--- src/rtl/mem_stage_ls.sv ---
// mem_stage_ls - MIPS pipeline memory stage with a variable-latency data memory.
//
// Takes an instruction from the EX/MEM register and handles byte, halfword and
// word loads and stores over a req/ack memory handshake. Store data is
// lane-replicated and given byte enables. Load data is lane-selected and then
// sign- or zero-extended. Misaligned accesses are trapped. The MEM/WB register
// lives here. Upstream stages are frozen while an access is outstanding.
//
// Optional feature macro: MEM_TIMEOUT_EN
//   When defined, an ack watchdog aborts an access that has sat in WAIT for
//   TIMEOUT cycles without an ack. It also adds the o_exc_BusErr output.
//
// Ports
//   clk, rst                 clock, synchronous active-high reset
//   i_MEM_*                  instruction and operands from EX/MEM
//   i_WB_*                   write-back controls carried through to MEM/WB
//   o_MEM_mem_* / i_MEM_mem_* data memory request / response handshake
//   o_IF_*                   branch resolution back to fetch
//   o_stall                  freeze IF/ID/EX and the EX/MEM register
//   o_exc_Misalign           one-cycle misaligned-access pulse (aligned with WB)
//   o_WB_*                   registered MEM/WB outputs
//   o_exc_BusErr             one-cycle ack-timeout pulse (MEM_TIMEOUT_EN only)
//
// state  | meaning
// S_IDLE | no access outstanding; current EX/MEM instruction is decoded live
// S_WAIT | memory request outstanding; request driven from captured registers
module mem_stage_ls #(
  parameter int DATA_W  = 32,
  parameter int ADDR_W  = 32,
  parameter int REG_AW  = 5,
  parameter int TIMEOUT = 64
) (
  input  logic              clk,
  input  logic              rst,
  input  logic              i_MEM_valid,
  input  logic              i_MEM_ctrl_MemRead,
  input  logic              i_MEM_ctrl_MemWrite,
  input  logic [1:0]        i_MEM_ctrl_Size,
  input  logic              i_MEM_ctrl_Unsigned,
  input  logic              i_MEM_ctrl_Branch,
  input  logic              i_MEM_data_Zero,
  input  logic [ADDR_W-1:0] i_MEM_data_PCBranch,
  input  logic [DATA_W-1:0] i_MEM_data_ALUOut,
  input  logic [DATA_W-1:0] i_MEM_data_RTData,
  input  logic              i_WB_ctrl_Mem2Reg,
  input  logic              i_WB_ctrl_RegWrite,
  input  logic [REG_AW-1:0] i_WB_data_RegAddrW,
  output logic              o_MEM_mem_Req,
  output logic              o_MEM_mem_We,
  output logic [ADDR_W-1:0] o_MEM_mem_Addr,
  output logic [3:0]        o_MEM_mem_ByteEn,
  output logic [DATA_W-1:0] o_MEM_mem_DataW,
  input  logic              i_MEM_mem_Ack,
  input  logic [DATA_W-1:0] i_MEM_mem_DataR,
  output logic              o_IF_ctrl_PCSrc,
  output logic [ADDR_W-1:0] o_IF_data_PCBranch,
  output logic              o_stall,
  output logic              o_exc_Misalign,
  output logic              o_WB_valid,
  output logic [DATA_W-1:0] o_WB_data_MemData,
  output logic [DATA_W-1:0] o_WB_data_ALUData,
  output logic              o_WB_ctrl_Mem2Reg,
  output logic              o_WB_ctrl_RegWrite,
  output logic [REG_AW-1:0] o_WB_data_RegAddrW
`ifdef MEM_TIMEOUT_EN
  ,
  output logic              o_exc_BusErr
`endif
);

  typedef enum logic {S_IDLE, S_WAIT} state_t;
  state_t state;

  // Snapshot of the instruction that owns the outstanding access
  logic              cap_rd, cap_we, cap_uns, cap_m2r, cap_rw;
  logic [1:0]        cap_size;
  logic [DATA_W-1:0] cap_alu, cap_rt;
  logic [REG_AW-1:0] cap_rad;

  logic              in_wait, in_mem, in_misalign, issue;
  logic              cur_rd, cur_we, cur_uns, cur_m2r, cur_rw;
  logic [1:0]        cur_size, cur_off;
  logic [DATA_W-1:0] cur_alu, cur_rt;
  logic [REG_AW-1:0] cur_rad;
  logic              fin_ok, fin_kill, fin, tmo_hit;
  logic [7:0]        lane_b;
  logic [15:0]       lane_h;
  logic [DATA_W-1:0] load_data;

  assign in_wait     = (state == S_WAIT);
  assign in_mem      = i_MEM_valid & (i_MEM_ctrl_MemRead | i_MEM_ctrl_MemWrite);
  // Size 11 is reserved and is checked like a word
  assign in_misalign = ((i_MEM_ctrl_Size == 2'b01) & i_MEM_data_ALUOut[0]) |
                       (i_MEM_ctrl_Size[1] & (i_MEM_data_ALUOut[1:0] != 2'b00));
  assign issue       = ~in_wait & in_mem & ~in_misalign;

  // One datapath serves both states: live inputs in IDLE, the snapshot in WAIT
  assign cur_rd   = in_wait ? cap_rd   : i_MEM_ctrl_MemRead;
  assign cur_we   = in_wait ? cap_we   : i_MEM_ctrl_MemWrite;
  assign cur_uns  = in_wait ? cap_uns  : i_MEM_ctrl_Unsigned;
  assign cur_m2r  = in_wait ? cap_m2r  : i_WB_ctrl_Mem2Reg;
  assign cur_rw   = in_wait ? cap_rw   : i_WB_ctrl_RegWrite;
  assign cur_size = in_wait ? cap_size : i_MEM_ctrl_Size;
  assign cur_alu  = in_wait ? cap_alu  : i_MEM_data_ALUOut;
  assign cur_rt   = in_wait ? cap_rt   : i_MEM_data_RTData;
  assign cur_rad  = in_wait ? cap_rad  : i_WB_data_RegAddrW;
  assign cur_off  = cur_alu[1:0];

  // Request is gated by rst so a reset during WAIT drops it at once
  assign o_MEM_mem_Req  = ~rst & (in_wait | issue);
  assign o_MEM_mem_We   = o_MEM_mem_Req & cur_we;
  assign o_MEM_mem_Addr = {cur_alu[ADDR_W-1:2], 2'b00};
  assign o_stall        = o_MEM_mem_Req & ~i_MEM_mem_Ack;

  assign o_IF_ctrl_PCSrc    = i_MEM_valid & i_MEM_ctrl_Branch & i_MEM_data_Zero;
  assign o_IF_data_PCBranch = i_MEM_data_PCBranch;

  always_comb begin
    o_MEM_mem_ByteEn = 4'b1111;
    o_MEM_mem_DataW  = cur_rt;
    case (cur_size)
      2'b00: begin
        o_MEM_mem_ByteEn = 4'b0001 << cur_off;
        o_MEM_mem_DataW  = {4{cur_rt[7:0]}};
      end
      2'b01: begin
        o_MEM_mem_ByteEn = cur_off[1] ? 4'b1100 : 4'b0011;
        o_MEM_mem_DataW  = {2{cur_rt[15:0]}};
      end
      default: ;
    endcase
  end

  always_comb begin
    lane_b    = i_MEM_mem_DataR[{cur_off, 3'b000} +: 8];
    lane_h    = cur_off[1] ? i_MEM_mem_DataR[31:16] : i_MEM_mem_DataR[15:0];
    load_data = i_MEM_mem_DataR;
    case (cur_size)
      2'b00:   load_data = {{(DATA_W-8){~cur_uns & lane_b[7]}}, lane_b};
      2'b01:   load_data = {{(DATA_W-16){~cur_uns & lane_h[15]}}, lane_h};
      default: ;
    endcase
  end

`ifdef MEM_TIMEOUT_EN
  localparam int CNT_W = $clog2(TIMEOUT + 1);
  logic [CNT_W-1:0] tmo_cnt;
  // Down-counter loaded on entry to WAIT; terminal count aborts the access
  assign tmo_hit = in_wait & ~i_MEM_mem_Ack & (tmo_cnt == '0);
`else
  assign tmo_hit = 1'b0;
`endif

  // fin_ok: instruction retires normally; fin_kill: retires with RegWrite suppressed
  assign fin_ok   = in_wait ? i_MEM_mem_Ack
                            : (i_MEM_valid & ~(in_mem & in_misalign) & (~in_mem | i_MEM_mem_Ack));
  assign fin_kill = in_wait ? tmo_hit : (in_mem & in_misalign);
  assign fin      = fin_ok | fin_kill;

  always_ff @(posedge clk) begin
    if (rst) begin
      state              <= S_IDLE;
      cap_rd             <= 1'b0;
      cap_we             <= 1'b0;
      cap_uns            <= 1'b0;
      cap_m2r            <= 1'b0;
      cap_rw             <= 1'b0;
      cap_size           <= 2'b00;
      cap_alu            <= '0;
      cap_rt             <= '0;
      cap_rad            <= '0;
      o_WB_valid         <= 1'b0;
      o_WB_ctrl_RegWrite <= 1'b0;
      o_WB_ctrl_Mem2Reg  <= 1'b0;
      o_WB_data_RegAddrW <= '0;
      o_WB_data_ALUData  <= '0;
      o_WB_data_MemData  <= '0;
      o_exc_Misalign     <= 1'b0;
`ifdef MEM_TIMEOUT_EN
      tmo_cnt            <= '0;
      o_exc_BusErr       <= 1'b0;
`endif
    end else begin
      // Anything not retiring this cycle becomes an all-zero bubble
      o_WB_valid         <= fin;
      o_WB_ctrl_RegWrite <= fin_ok & cur_rw;
      o_WB_ctrl_Mem2Reg  <= fin & cur_m2r;
      o_WB_data_RegAddrW <= fin ? cur_rad : '0;
      o_WB_data_ALUData  <= fin ? cur_alu : '0;
      o_WB_data_MemData  <= (fin_ok & cur_rd) ? load_data : '0;
      o_exc_Misalign     <= fin_kill & ~in_wait;
`ifdef MEM_TIMEOUT_EN
      o_exc_BusErr       <= fin_kill & in_wait;
`endif
      if (state == S_IDLE) begin
        if (issue & ~i_MEM_mem_Ack) begin
          state    <= S_WAIT;
          cap_rd   <= i_MEM_ctrl_MemRead;
          cap_we   <= i_MEM_ctrl_MemWrite;
          cap_uns  <= i_MEM_ctrl_Unsigned;
          cap_m2r  <= i_WB_ctrl_Mem2Reg;
          cap_rw   <= i_WB_ctrl_RegWrite;
          cap_size <= i_MEM_ctrl_Size;
          cap_alu  <= i_MEM_data_ALUOut;
          cap_rt   <= i_MEM_data_RTData;
          cap_rad  <= i_WB_data_RegAddrW;
`ifdef MEM_TIMEOUT_EN
          tmo_cnt  <= CNT_W'(TIMEOUT - 1);
`endif
        end
      end else if (fin) begin
        state <= S_IDLE;
      end
`ifdef MEM_TIMEOUT_EN
      else begin
        tmo_cnt <= tmo_cnt - 1'b1;
      end
`endif
    end
  end

endmodule

--- config.mk ---
export PLATFORM = sky130hd
export DESIGN_NAME = mem_stage_ls
export DESIGN_NICKNAME = d
export VERILOG_FILES = /design/src/rtl/mem_stage_ls.sv
export SDC_FILE = /design/constraint.sdc
export NUM_CORES = 1
export LEC_CHECK = 0
export BUFFER_PORTS_ARGS = -buffer_cell sky130_fd_sc_hd__buf_4
export CAP_MARGIN = 10
export CORE_MARGIN = 2
export CORE_UTILIZATION = 27
export CTS_BUF_LIST = sky130_fd_sc_hd__clkbuf_4 sky130_fd_sc_hd__clkbuf_8
export DETAILED_ROUTE_END_ITERATION = 8
export PLACE_DENSITY = 0.55
export SYNTH_ARGS = -nofsm -noshare
export SYNTH_HDL_FRONTEND = slang
export SYNTH_SLANG_ARGS = --single-unit
--- constraint.sdc ---
create_clock -name clk -period 2.32 [get_ports clk]
set_input_delay 0.232 -clock clk [delete_from_list [all_inputs] [get_ports clk]]
set_output_delay 0.232 -clock clk [all_outputs]
set_load 0.01 [all_outputs]
==> results of run 1 <==
## cell usage after synthesis, types with 2 or more instances
| master | number | area share [%] |
|---|---|---|
| or2_2 | 2 | 0.18 |
| nor2b_1 | 32 | 2.8 |
| a211oi_2 | 8 | 1.4 |
| buf_4 | 71 | 7.5 |
| clkbuf_1 | 27 | 1.4 |
| o21ai_0 | 22 | 1.5 |
| inv_1 | 3 | 0.16 |
| a21oi_2 | 10 | 1.2 |
| mux2_2 | 40 | 6.3 |
| mux2i_4 | 2 | 0.63 |
| o22ai_1 | 9 | 0.79 |
| buf_6 | 6 | 0.95 |
| a21o_1 | 2 | 0.21 |
| mux2_4 | 2 | 0.42 |
| nor3b_1 | 3 | 0.32 |
| a21oi_1 | 116 | 8.1 |
| dfxtp_1 | 150 | 42 |
| nor2_1 | 55 | 2.9 |
| nand2_1 | 191 | 10 |
| nor3_1 | 8 | 0.56 |
| a31oi_1 | 2 | 0.18 |
| mux2i_1 | 33 | 4.6 |
| o22a_1 | 5 | 0.61 |
| o21ai_1 | 2 | 0.14 |
| o221ai_1 | 8 | 0.98 |
| a211oi_1 | 3 | 0.32 |
| buf_2 | 22 | 1.5 |
## logic make-up after synthesis
kind of cell,synth area share (%)
other,0.0525
buffers and inverters,11.8
DFF,42.1
and+or+nand+nor,17.8
AOI/OAI and AO/OA,16.3
muxes,12.0
## through the flow
| stage | utilization, % | cells | hold slack (ns) |
|---|---|---|---|
| 3_3_place_gp | 34.2 | 1333 | 0.439 |
| 6_report | 37.5 | 1411 | 0.0300 |
| 4_1_cts | 37.4 | 1410 | 0.00101 |
| 5_1_grt | 37.5 | 1411 | 0.00299 |
| 3_5_place_dp | 34.2 | 1333 | 0.443 |
| 2_1_floorplan | - | 851 | 0.309 |
## registers in the layout (all words and copies together) (netlist names)
register / flops
in_wait: 1
cap_rad: 5
o_WB_data_ALUData: 32
o_WB_ctrl_RegWrite: 1
cap_size: 2
cap_alu: 32
o_WB_data_RegAddrW: 5
cap_rt: 32
cap_m2r: 1
o_WB_ctrl_Mem2Reg: 1
cap_uns: 1
o_WB_valid: 1
o_exc_Misalign: 1
o_WB_data_MemData: 32
cap_we: 1
cap_rd: 1
cap_rw: 1
## worst max-delay path, cell delays in order, from the launching register on
cell	delay (ns)
dfxtp_4	0.43
buf_6	0.23
mux2_2	0.41
a21oi_1	0.17
o21ai_0	0.09
buf_4	0.16
## power groups by stage
| stage | sequential [mW] | combinational (mW) | clock (mW) |
|---|---|---|---|
| 6_report | 2.70 | 1.18 | 1.97 |
| 5_1_grt | 2.71 | 1.28 | 2.16 |
| 4_1_cts | 2.70 | 1.19 | 2.06 |
| 3_5_place_dp | 2.76 | 1.12 | 0 |
| 3_3_place_gp | 2.76 | 1.11 | 0 |
| 2_1_floorplan | 2.77 | 0.652 | 0 |
## what timing repair did
item,4_1_cts,5_1_grt
hold buffers,41,1
setup endpoints to repair,24,2
setup buffers,4,0
endpoints found under the hold margin,42,1
resized for setup,3,2
## area by class of cell
class / count / share of cell area, %
Multi-Input combinational cell: 570 / 34.2
Clock buffer: 17 / 2.40
Timing Repair Buffer: 321 / 26.6
Sequential cell: 150 / 30.9
Clock inverter: 15 / 1.50
Inverter: 3 / 0.116
Tap cell: 335 / 4.31
## final timing paths
kind	end	slack (ns)	depth (start not counted)
min reg2reg	cap_alu[29]$_SDFFE_PP0P_	0.46	2
max reg2reg	cap_rt[2]$_SDFFE_PP0P_	0.31	7
max	o_MEM_mem_DataW[28]	0.15	5
min	cap_alu[3]$_SDFFE_PP0P_	0.03	3
## per-layer routing
layer	GRT usage, %	vias up
li1	-	3210
met4	6.52	0
met5	0	-
met1	20.1	3022
met3	3.87	36
met2	26.9	209
==> flow_summary_export.csv, run 1 <==
group,metric,value,unit
run_status,outcome,"finished clean",
power_and_ir_drop,internal-power,4.02,mW
route,vias,6477,
global_routing,grt_pass1_wl,35600,um
power_and_ir_drop,clkPwrFrac,33.7,%
finish,n_antenna_cell,0,
power_and_ir_drop,seqPwrFrac,46.2,%
route,wl_met2,11000,um
floorplanning,chipHeight,167,um
route,drtIter0Drc,373,
synth,synth-seq-cells,150,
clocking,cts_tree,"done",
floorplanning,rows,59,
floorplanning,io-pin-count,323,
synth,yosysSeqAreaShare,42.1,%
place,dp_worst_setup_slack,0.310,ns
global_routing,grt_max_degree,64,
clocking,cts.sinks,150,
sta,rsz0062_at_grt,"no",
worst_hold_path,hp-start,"i_MEM_data_ALUOut[3]",
clocking,numCtsBuffers,17,
sta,fmax,0.461,GHz
sta,final_max_slew_viol_count,0,
clocking,cts_buffer_depth,2,
floorplanning,coreArea,0.0260,sq mm
route,wl_per_cell,16.3,um
critical_path,crit_path_end_kind,"primary output",
global_routing,grt_pass1_vias,6224,
power_and_ir_drop,p_leak,3.97,nW
critical_path,timing.critical_path.from,"in_wait$_SDFF_PP0_",
synth,synth-main-ff-cell,"dfxtp_1",
finish,fill_cells,2710,
critical_path,cp.arrival,1.94,ns
clocking,clock_latency,0.45,ns
route,viasPerCell,4.59,
global_routing,antenna_found_initial,0,
finish,final_common_cell,"buf_4",
finish,design_area,0.00974,sq mm
finish,final_cell_mix,"buf_4, nand2_1, dfxtp_1",
place,place_area,0.00889,sq mm
sta,layout_setup_ws,0.153,ns
critical_path,rr_startpoint,"in_wait$_SDFF_PP0_",
finish,layout-drive-gt1-share,36.1,%
worst_hold_path,hold_class,"input pin to register",
power_and_ir_drop,power.total,5.84,mW
sta,period_needed,2.17,ns
synth,synth-async-reset-ratio,0,%
place,portBuffers,256,
synth,yosysUniqueCellTypes,43,
synth,ys_warn_count,0,
clocking,clk_pin_slew,0.09,ns
finish,syn_to_final_growth,36.4,%
synth,syn_avg_cell_area,8.40,sq um
place,place.gp.congestion,0.814,
route,drc,0,
power_and_ir_drop,powerDensity,600,mW/mm^2
critical_path,crit_fanout,19,
sta,skew,0.0106,ns
synth,synth_edf_count,0,
place,dp_hpwl,16100,um
route,wl_met3,1340,um
finish,seqCellArea,0.00301,sq mm
sta,tightest_slew,0.911,ns
floorplanning,initial_core_util,27.5,%
finish,nNetsFinal,1209,
route,wl,23000,um
route,drt_first_pass_iters,5,
power_and_ir_drop,switching_power,1.82,mW
floorplanning,dieWidth,167,um
clocking,h-tree-depth,4,
critical_path,path_class,"register to primary output",
route,top_layer_used,"met4",
clocking,root_buffer,"clkbuf_8",
synth,netlist_instances,850,
route,drtAntennaViolNets,0,
power_and_ir_drop,peakVddDrop,0.307,mV
power_and_ir_drop,switching_share,31.1,%
sta,relSlewSlack,39.2,%
finish,multi_input_comb_area,0.00333,sq mm
floorplanning,die_area,0.0278,sq mm
sta,setup_viol,0,
power_and_ir_drop,p_comb_share,20.2,%
sta,finalHoldViolations,0,
global_routing,gr-usage-all-layers,16.1,%
global_routing,grt_overflow_total,0,
route,met1_length,10000,um
sta,fin_crit_sh,93.4,%
sta,tns,0,ns
flow_run,maxCapViolCount,0,
critical_path,critPathRequiredTime,2.09,ns
synth,netlist_area,0.00714,sq mm
critical_path,cp-start-kind,"register",
Note: power is estimated with default switching activity, not from simulation.
==> inputs of run 2 (changes only) <==
--- a/config.mk
+++ b/config.mk
@@ -11,6 +11,7 @@
 export CORE_UTILIZATION = 27
 export CTS_BUF_LIST = sky130_fd_sc_hd__clkbuf_4 sky130_fd_sc_hd__clkbuf_8
 export DETAILED_ROUTE_END_ITERATION = 8
+export HOLD_SLACK_MARGIN = 0.1
 export PLACE_DENSITY = 0.55
 export SYNTH_ARGS = -nofsm -noshare
 export SYNTH_HDL_FRONTEND = slang
==> constraint.sdc (replaced) <==
create_clock -name clk -period 2.7 [get_ports clk]
set_input_delay 0.27 -clock clk [delete_from_list [all_inputs] [get_ports clk]]
set_output_delay 0.27 -clock clk [all_outputs]
set_load 0.01 [all_outputs]
==> run 2 against run 1 <==
Net effect: clock power down 5%; worst hold slack improved by 0.11 ns; sequential power down 14%; first-iteration DRC count fell by 17%; register-to-register slack better by 0.29 ns; count of clock-buffer cells in the layout unchanged; critical endpoint is now o_MEM_mem_DataW[30]; critical path type unchanged; flip-flop and latch count is the same; core utilization up 2.2 points; final cell count grew 4.1%; combinational power shrank 9%.
==> flow_summary_export.csv, run 2 (synthesis gave the netlist of run 1 again) <==
group,metric,value,unit
floorplanning,dieWidth,167,um
sta,layout_setup_ws,0.192,ns
critical_path,path_buf_inv,3,
sta,final_max_slew_viol_count,0,
floorplanning,initial_core_util,27.5,%
place,dp_worst_setup_slack,0.448,ns
global_routing,gr-usage-all-layers,16.3,%
place,place.gp.congestion,0.827,
global_routing,grt_max_degree,64,
route,viasPerCell,4.55,
global_routing,grt_pass1_vias,6488,
worst_hold_path,hold_class,"input pin to register",
route,wl,23400,um
critical_path,crit_family,"buffers and inverters",
place,place_area,0.00886,sq mm
route,drtAntennaViolNets,0,
sta,finalHoldViolations,0,
global_routing,grt_pass1_wl,36000,um
clocking,numCtsBuffers,17,
finish,fin_util,39.7,%
place,portBuffers,256,
critical_path,crit_top_cell,"buf_4",
sta,fmax,0.399,GHz
power_and_ir_drop,internal-power,3.69,mW
critical_path,path_class,"register to primary output",
power_and_ir_drop,seqPwrFrac,44.0,%
finish,n_antenna_cell,0,
critical_path,crit_chain,"buf_6, buf_4, mux2i_1, nor2_1, a21oi_1, o21ai_0, buf_4",
critical_path,max_stage_delay,0.54,ns
floorplanning,chipHeight,167,um
floorplanning,coreArea,0.0260,sq mm
floorplanning,io-pin-count,323,
sta,setup_viol,0,
sta,tightest_slew,0.948,ns
clocking,clock_latency,0.46,ns
sta,period_needed,2.51,ns
critical_path,rrSetupSlack,0.60,ns
route,drt_first_pass_iters,4,
critical_path,cp.arrival,2.24,ns
critical_path,critPathRequiredTime,2.43,ns
critical_path,crit_path_end_kind,"primary output",
sta,relSlewSlack,36.8,%
finish,nNetsFinal,1267,
floorplanning,rows,59,
clocking,cts_buffer_depth,2,
place,dp_hpwl,16300,um
sta,skew,0.0190,ns
global_routing,grt_overflow_total,0,
sta,tns,0,ns
clocking,h-tree-depth,4,
power_and_ir_drop,p_comb_share,20.4,%
route,vias,6685,
finish,fill_cells,2642,
finish,final_cell_mix,"buf_4, nand2_1, dfxtp_1",
power_and_ir_drop,peakVddDrop,0.268,mV
finish,syn_to_final_growth,44.4,%
clocking,cts_tree,"done",
sta,fin_crit_sh,92.9,%
floorplanning,die_area,0.0278,sq mm
route,drtIter0Drc,310,
power_and_ir_drop,clkPwrFrac,35.6,%
power_and_ir_drop,powerDensity,511,mW/mm^2
flow_run,maxCapViolCount,0,
route,wl_per_cell,15.9,um
critical_path,cp-start-kind,"register",
run_status,outcome,"finished clean",
route,drc,0,
critical_path,crit_fanout,25,
finish,design_area,0.0103,sq mm
finish,final_common_cell,"buf_4",
finish,layout-drive-gt1-share,34.0,%
clocking,clk_pin_slew,0.11,ns
power_and_ir_drop,switching_power,1.58,mW
clocking,cts.sinks,150,
critical_path,cp_slowest_cell,"dfxtp_4",
power_and_ir_drop,p_leak,4.21,nW
power_and_ir_drop,switching_share,29.9,%
clocking,root_buffer,"clkbuf_8",
sta,rsz0062_at_grt,"no",
power_and_ir_drop,power.total,5.27,mW
global_routing,antenna_found_initial,0,
## run 2: cell count changes in the layout (fill, tap and decap cells not counted), sizes merged
| cell | before | now |
|---|---|---|
| dlygate4sd3 | 42 | 101 |
| buf | 279 | 278 |
| clkinv | 7 | 2 |
| clkinvlp | 4 | 3 |
| bufinv | 0 | 2 |
| inv | 7 | 11 |
## run 2: power by group through the flow
stage	clock, mW	combinational [mW]	sequential, mW
2_1_floorplan	0	0.561	2.38
3_3_place_gp	0	0.949	2.37
3_5_place_dp	0	0.953	2.38
4_1_cts	1.95	1.08	2.32
5_1_grt	2.06	1.16	2.33
6_report	1.87	1.07	2.32
## run 2: repair_timing
item,CTS,global route
hold endpoints to repair,108,0
hold buffers,101,0
gates resized for setup,1,1
setup endpoints to repair,4,8
pin swaps,0,0
setup buffers,0,1
## run 2: worst register-to-register path, stage by stage, from the launching register on
cell,delay [ns]
dfxtp_4,0.45
buf_4,0.24
nand3b_4,0.19
or3_2,0.60
buf_12,0.28
nand2_1,0.14
a21oi_1,0.06
## run 2: final cells by class
type                            instances  area [sq um]  share of cell area (%)
Clock inverter                         15           180                    1.75
Tap cell                              335           419                    4.07
Inverter                                3          11.3                   0.109
Sequential cell                       150          3010                    29.2
Clock buffer                           17           234                    2.27
Multi-Input combinational cell        570          3320                    32.3
Timing Repair Buffer                  379          3130                    30.4
## run 2: worst paths after layout
path / startpoint / cells past startpoint / endpoint
hold / removal: i_MEM_mem_DataR[10] / 3 / o_WB_data_MemData[10]$_SDFF_PP0_
hold reg to reg: cap_rt[3]$_SDFFE_PP0P_ / 2 / cap_rt[3]$_SDFFE_PP0P_
setup reg to reg: in_wait$_SDFF_PP0_ / 6 / cap_rt[2]$_SDFFE_PP0P_
setup / recovery: in_wait$_SDFF_PP0_ / 7 / o_MEM_mem_DataW[30]
## run 2: stage by stage
step / instances / hold WS (ns)
global placement: 1335 / 0.439
CTS: 1468 / 0.105
floorplan: 851 / 0.347
finish: 1469 / 0.138
detailed placement: 1335 / 0.445
global route: 1469 / 0.102
## run 2: layer usage
layer | vias up | GRT usage, % | wire length (um) | share of wire, %
met3 | 52 | 4.09 | 1310 | 5.6
li1 | 3342 | - | - | -
met1 | 3087 | 20.4 | 10200 | 44
met4 | 0 | 7.23 | 756 | 3.2
met2 | 204 | 26.6 | 11100 | 48
met5 | - | 0 | 0 | 0
